===== config.mk =====
export PLATFORM = sky130hd
export DESIGN_NAME = product_collector
export DESIGN_NICKNAME = d
export VERILOG_FILES = /design/src/rtl/product_collector_pkg.sv /design/src/rtl/product_collector_result_fifo.sv /design/src/rtl/product_collector.sv
export SDC_FILE = /design/constraint.sdc
export NUM_CORES = 1
export LEC_CHECK = 0
export ABC_CLOCK_PERIOD_IN_PS = 2600
export CAP_MARGIN = 0
export CORE_MARGIN = 2
export CORE_UTILIZATION = 25
export CTS_BUF_LIST = sky130_fd_sc_hd__clkbuf_8
export DETAILED_ROUTE_END_ITERATION = 8
export PLACE_DENSITY = 0.53
export SYNTH_ARGS = -nofsm -noshare
export SYNTH_HDL_FRONTEND = slang
export SYNTH_SLANG_ARGS = --single-unit

===== constraint.sdc =====
create_clock -name clk -period 2.6 [get_ports clk]
set_clock_uncertainty 0.05 [all_clocks]
set_input_delay 0.26 -clock clk [delete_from_list [all_inputs] [get_ports clk]]
set_output_delay 0.26 -clock clk [all_outputs]
set_load 0.02 [all_outputs]

===== src/rtl/product_collector_pkg.sv =====
// Shared types for the product collector: FSM state and result record.
package product_collector_pkg;

    localparam int MAX_SUM_W = 32;
    localparam int MAX_CNT_W = 16;

    typedef enum logic {
        ST_IDLE  = 1'b0,
        ST_ACCUM = 1'b1
    } state_e;

    // Record fields are sized for the largest supported ACC_WIDTH/WINDOW.
    typedef struct packed {
        logic [MAX_SUM_W-1:0] sum;
        logic [MAX_CNT_W-1:0] count;
        logic                 ovf;
    } result_t;

    localparam int RESULT_W = $bits(result_t);

endpackage


===== src/rtl/product_collector_result_fifo.sv =====
// Two-entry result buffer; head entry is always presented on o_data.
module result_fifo #(
    parameter int DW = 8
) (
    input  logic          clk,
    input  logic          reset,
    input  logic          i_push,
    input  logic [DW-1:0] i_data,
    input  logic          i_pop,
    output logic [DW-1:0] o_data,
    output logic          o_full,
    output logic          o_empty
);

    logic [DW-1:0] r_mem [2];
    logic          r_wr_ptr;
    logic          r_rd_ptr;
    logic [1:0]    r_occ;
    logic          w_push;
    logic          w_pop;

    assign o_full  = (r_occ == 2'd2);
    assign o_empty = (r_occ == 2'd0);
    assign w_pop   = i_pop && !o_empty;
    assign w_push  = i_push && (!o_full || w_pop);
    assign o_data  = r_mem[r_rd_ptr];

    always_ff @(posedge clk) begin
        if (reset) begin
            r_mem[0] <= '0;
            r_mem[1] <= '0;
            r_wr_ptr <= 1'b0;
            r_rd_ptr <= 1'b0;
            r_occ    <= 2'd0;
        end else begin
            if (w_push) begin
                r_mem[r_wr_ptr] <= i_data;
                r_wr_ptr        <= ~r_wr_ptr;
            end
            if (w_pop) begin
                r_rd_ptr <= ~r_rd_ptr;
            end
            unique case ({w_push, w_pop})
                2'b10:   r_occ <= r_occ + 2'd1;
                2'b01:   r_occ <= r_occ - 2'd1;
                default: r_occ <= r_occ;
            endcase
        end
    end

endmodule


===== src/rtl/product_collector.sv =====
// Collects unsigned product samples into fixed windows and emits
// saturated window sums through a two-entry result buffer.
module product_collector
    import product_collector_pkg::*;
#(
    parameter int WIDTH     = 4,
    parameter int ACC_WIDTH = 8,
    parameter int WINDOW    = 4
) (
    input  logic                         clk,
    input  logic                         reset,
    input  logic                         in_valid,
    input  logic [WIDTH-1:0]             in_data,
    output logic                         in_ready,
    input  logic                         flush,
    output logic                         out_valid,
    input  logic                         out_ready,
    output logic [ACC_WIDTH-1:0]         out_sum,
    output logic [$clog2(WINDOW+1)-1:0]  out_count,
    output logic                         out_ovf
);

    localparam int CW = $clog2(WINDOW+1);

    state_e               r_state;
    logic [ACC_WIDTH-1:0] r_acc;
    logic [CW-1:0]        r_cnt;
    logic                 r_ovf;

    logic                 w_accept;
    logic [ACC_WIDTH:0]   w_sum_ext;
    logic                 w_sat;
    logic [ACC_WIDTH-1:0] w_acc_nxt;
    logic [CW-1:0]        w_cnt_nxt;
    logic                 w_ovf_nxt;
    logic                 w_win_full;
    logic                 w_close;
    logic                 w_full;
    logic                 w_empty;
    result_t              w_push_rec;
    result_t              w_head;
    logic                 w_unused_head;

    assign in_ready  = !w_full;
    assign out_valid = !w_empty;
    assign w_accept  = in_valid && in_ready;

    // One extra bit catches the carry that signals saturation.
    assign w_sum_ext = {1'b0, r_acc} + (ACC_WIDTH+1)'(in_data);
    assign w_sat     = w_sum_ext[ACC_WIDTH];

    assign w_acc_nxt = !w_accept ? r_acc :
                       w_sat     ? '1    : w_sum_ext[ACC_WIDTH-1:0];
    assign w_cnt_nxt = w_accept ? r_cnt + 1'b1 : r_cnt;
    assign w_ovf_nxt = r_ovf | (w_accept & w_sat);

    assign w_win_full = w_accept && (w_cnt_nxt == CW'(WINDOW));
    // Flush waits while the buffer is full; an open window or a
    // same-cycle sample is needed so no empty record is produced.
    assign w_close = in_ready && (w_win_full ||
                     (flush && (r_state == ST_ACCUM || w_accept)));

    always_comb begin
        w_push_rec                     = '0;
        w_push_rec.sum[ACC_WIDTH-1:0]  = w_acc_nxt;
        w_push_rec.count[CW-1:0]       = w_cnt_nxt;
        w_push_rec.ovf                 = w_ovf_nxt;
    end

    always_ff @(posedge clk) begin
        if (reset) begin
            r_state <= ST_IDLE;
            r_acc   <= '0;
            r_cnt   <= '0;
            r_ovf   <= 1'b0;
        end else if (w_close) begin
            r_state <= ST_IDLE;
            r_acc   <= '0;
            r_cnt   <= '0;
            r_ovf   <= 1'b0;
        end else if (w_accept) begin
            r_state <= ST_ACCUM;
            r_acc   <= w_acc_nxt;
            r_cnt   <= w_cnt_nxt;
            r_ovf   <= w_ovf_nxt;
        end
    end

    result_fifo #(
        .DW (RESULT_W)
    ) u_fifo (
        .clk     (clk),
        .reset   (reset),
        .i_push  (w_close),
        .i_data  (w_push_rec),
        .i_pop   (out_ready),
        .o_data  (w_head),
        .o_full  (w_full),
        .o_empty (w_empty)
    );

    assign out_sum       = w_head.sum[ACC_WIDTH-1:0];
    assign out_count     = w_head.count[CW-1:0];
    assign out_ovf       = w_head.ovf;
    assign w_unused_head = ^w_head;

endmodule


# Word-level counts from Yosys, hierarchy flattened

Memories as Yosys holds them, arrays and structs flattened. A register that Yosys moved wholly into a read port is not among the register bits.
Index checks and enable logic that the tools add are counted.

Register bits: 17
Output and inout bits: 14
Bits in writable memories: 24
Memories: 1

Reductions and logical operators: 15
Mux-type cells: 14
Bitwise logic cells: 4
Equality and inequality tests: 4
$add $sub $neg: 4

Memory list:

| memory       | words | bits a word | read ports | clocked after Yosys merged registers in | wr ports | line                                | RTL |
|---|---|---|---|---|---|---|---|
| u_fifo.r_mem | 2     | 12          | 1          | 1                                       | 2        | product_collector_result_fifo.sv:15 | `logic [DW-1:0] r_mem [2];` |

Operators by type and width:

| cell                  | number |
|---|---|
| $mux W8               | 2 |
| $mux W12              | 1 |
| $reduce_or A12 Y1     | 1 |
| $add A8 B4 Y9         | 1 |
| $mux W1               | 9 |
| $logic_and A1 B1 Y1   | 6 |
| $eq A2 B2 Y1 const B  | 2 |
| $pmux W2 S2           | 1 |
| $add A3 B1 Y3 const B | 1 |
| $eq A3 B3 Y1 const B  | 1 |
| $logic_or A1 B1 Y1    | 3 |
| $mux W3               | 1 |
| $add A2 B1 Y2 const B | 1 |
| $eq A2 B1 Y1 const B  | 1 |
| $logic_not A1 Y1      | 2 |
| $logic_not A2 Y1      | 1 |
| $not A1 Y1            | 2 |
| $reduce_bool A2 Y1    | 1 |
| $reduce_or A2 Y1      | 1 |
| $sub A2 B1 Y2 const B | 1 |
| $and A1 B1 Y1         | 1 |
| $or A1 B1 Y1          | 1 |

# Depth between registers and ports, before layout

Word-level depth: 14
Depth in mapped cells: 10
Depth with buffers taken out: 10

# By module

A second synthesis with hierarchy kept.

Cell total of the unflattened synthesis: 377
Area total of the unflattened synthesis: 5282.6 um^2

By module, submodules not included:

| module            | seq. area each (um^2) | times used | area each (um^2) | cells an instance |
|---|---|---|---|---|
| result_fifo       | 3042.9                | 1          | 4465.5           | 287 |
| product_collector | 260.2                 | 1          | 817.0            | 90 |

# Worst setup path before layout

Ideal clock, no wire load.

Path type: register -> register
From: register r_cnt[0]
To: memory u_fifo.r_mem[0][0] (netlist bit), enable pin
Data arrival time: 1786 ps
Slack: 406 ps
Buffers on the path: 0
Period minus slack after synthesis: 2194 ps
Cell stages (with the launch flop): 6
Cells stage by stage: dfxtp_1 -> ha_1 -> xnor2_1 -> o32a_1 -> or4_4 -> nand2b_1

RTL lines:

| item                     | line                                | RTL |
|---|---|---|
| start: declaration       | product_collector.sv:27             | `logic [CW-1:0] r_cnt;` |
| start signal: assignment | product_collector.sv:84             | `r_cnt <= w_cnt_nxt;` |
| end: declaration         | product_collector_result_fifo.sv:15 |  |

==> results.toml <==
[detailed_routing]
wl_per_cell_um = 11.6
drt_iter0_markers = 76
drc = 0
first_pass_iters = 4
wirelength_mm = 3.53
num_vias = 1289
antenna_left = 0
drt-vias-per-instance = 4.23

[yosys]
async_flop_share = 0
synth_fp_nets = 193
synthCells = 177
synthTopCellsByArea = "edfxtp_1 37%, dfxtp_1 19%, nor2_1 8.6%"
yosys.area.top_type = "edfxtp_1"
synth_seq_cells = 42
synth_edf_count = 24
syn_area_per_cell_um2 = 10.9
synth_cell_types = 32
yosys_warnings = 0
yosysTopAreaCellShare = 0.375
synth_commonest_cells = "44 x nor2_1, 24 x edfxtp_1, 18 x dfxtp_1"
syn-cell-area_um2 = 1920
synth_most_common_cell = "nor2_1"
dominantRegCellSynth = "edfxtp_1"
ys_seq_area_frac = 0.562

[layout]
final_util = 0.321
stdcell_count = 305
drive_above_1_share = 0.150
syn_to_final_growth_pct = 23.0
nFillCells = 764
diodes = 0
final_nets = 221

[global_routing]
grt_max_degree = 16
grt_pass1_wl_mm = 5.97
grt_pass1_vias = 1273
overflow = 0
antenna_found_initial = 0
track_usage = 0.0889

[timing]
setup_tns_ns = 0
rsz0062_at_grt = "false"
clock.fmax_ghz = 0.443
drv_slew = 0
setup_viol = 0
worstMarginPinSlew_ns = 0.583
max_slew_margin = 0.611
period_minus_slack_ns = 2.26
hold_viol = 0
timing.final.ws_setup_ns = 0.341
fin_crit_sh = 0.869

[critical_path]
crit_buf_inv = 1
end_kind = "primary output"
critPathTopFamily = "flip-flops"
cp_slowest_cell = "dfxtp_1"
start_kind = "flop"
worstPathArrival_ns = 1.95
crit_chain = "mux2_2 -> clkdlybuf4s50_1"
cpPeakStageDelay_ns = 0.70
crit_fanout = 12
path_class = "reg -> out"
rrSetupSlack_ns = 0.40
cp.required_ns = 2.29

[placement]
dp_hpwl_mm = 2.60
gp_congestion = 0.740
post-place-ws_ns = 0.0384
portBuffers = 22
placed_cells = 297

[clocking]
clk_path_buf_depth = 2
htree_levels = 2
hold_buffers = 0
post-cts-setup-buffers = 0
cts_buffers = 5
clkLatencyLatePin_ns = 0.30
clock-sinks = 42
postCtsResizedCells = 0
cts_root_buffer = "clkbuf_8"
cts_tree = "done"
clkTransAtPathRegs_ns = 0.08

[floorplanning]
start_util = 0.261
die_w_um = 91.7
std_cell_rows = 31
die_h_um = 91.7
pin_count = 23
core_area_um2 = 7370
die-area_um2 = 8420

[pwr]
power_density_nw_per_um2 = 787
leakagePower_nw = 0.869
p_total_mw = 1.86
ir_drop_uv = 204

[job]
max_cap_viol_count = 0

[worst_hold_path]
hold_path_class = "reg -> reg"

[outcome]
outcome = "complete, no violations"
-- through the flow --
stage / hold slack, ns / area [um2]
2_1_floorplan: 0.377 / 1920
3_3_place_gp: 0.408 / 2270
3_5_place_dp: 0.413 / 2270
4_1_cts: 0.435 / 2370
5_1_grt: 0.453 / 2370
6_report: 0.435 / 2370
-- worst paths after layout --
path                         startpoint                           end  cells after the start
setup / recovery                   flop                    out_sum[7]                      2
hold / removal     r_state$_SDFFE_PP0P_          r_state$_SDFFE_PP0P_                      2
setup reg to reg  r_cnt[0]$_SDFFE_PP0P_  u_fifo.r_occ[1]$_SDFFE_PP0P_                      8
hold reg to reg    r_state$_SDFFE_PP0P_          r_state$_SDFFE_PP0P_                      2
-- registers in the layout, indices dropped and copies added, names as in the netlist, named ones only --
name             cells
r_cnt                3
r_ovf                1
r_acc                8
u_fifo.r_occ         2
u_fifo.r_rd_ptr      1
r_state              1
u_fifo.r_wr_ptr      1
u_fifo.r_mem        24
-- layer usage --
metal | GRT usage | wire length [um] | up-vias
met5 | 0 | 0 | -
met4 | 0.0423 | 83 | 0
met3 | 0.0214 | 118 | 8
met2 | 0.144 | 1650 | 27
met1 | 0.111 | 1680 | 593
li1 | - | - | 661
-- logic make-up (layout without fill, tap and decap cells) --
group           after synthesis  after routing  synth area share
compound gates               17             17            0.0553
flops                        42             42             0.562
xor+xnor                      8              8            0.0364
fa+ha+maj                     7              7            0.0494
buf+inv                      10             39            0.0247
simple gates                 76             76             0.176
mux                          17             17            0.0969
-- layout make-up --
| class | instances | area (um2) | area share |
|---|---|---|---|
| inverters | 4 | 15.0 | 0.00634 |
| well taps | 99 | 124 | 0.0523 |
| multi-input cells | 125 | 796 | 0.336 |
| clock inverters | 3 | 25.0 | 0.0106 |
| repair buffers | 27 | 258 | 0.109 |
| clock buffers | 5 | 68.8 | 0.0291 |
| flip-flops and latches | 42 | 1080 | 0.457 |
-- worst register-to-register path: stages, from the launching register on --
cell and delay (ns):
dfxtp_1 0.34, ha_1 0.23, xnor2_1 0.13, o32a_1 0.38, nor2_1 0.14, inv_1 0.06, ha_1 0.30, or3_1 0.37
a21oi_1 0.14
-- power breakdown --
group / internal, mW / leakage (nW) / switching, mW
clock network: 0.194 / 0.0447 / 0.240
registers: 0.783 / 0.397 / 0.0614
logic: 0.288 / 0.427 / 0.298
-- cells in the final DEF (no fill, tap or decap), drive strengths merged, types with 2 or more instances in the layout --
cell type and n:
nand2b 4, dfxtp 18, buf 5, nand3 2
or3 2, clkdlybuf4s50 22, nor2 44, mux2 13
a21oi 7, mux2i 4, nand2 13, xor2 3
ha 6, xnor2 5, edfxtp 24, o21ai 3
a211oi 2, clkbuf 5, o21bai 2, and3 4
inv 5, and2 3
No activity file was read; power rests on OpenSTA's default activity.
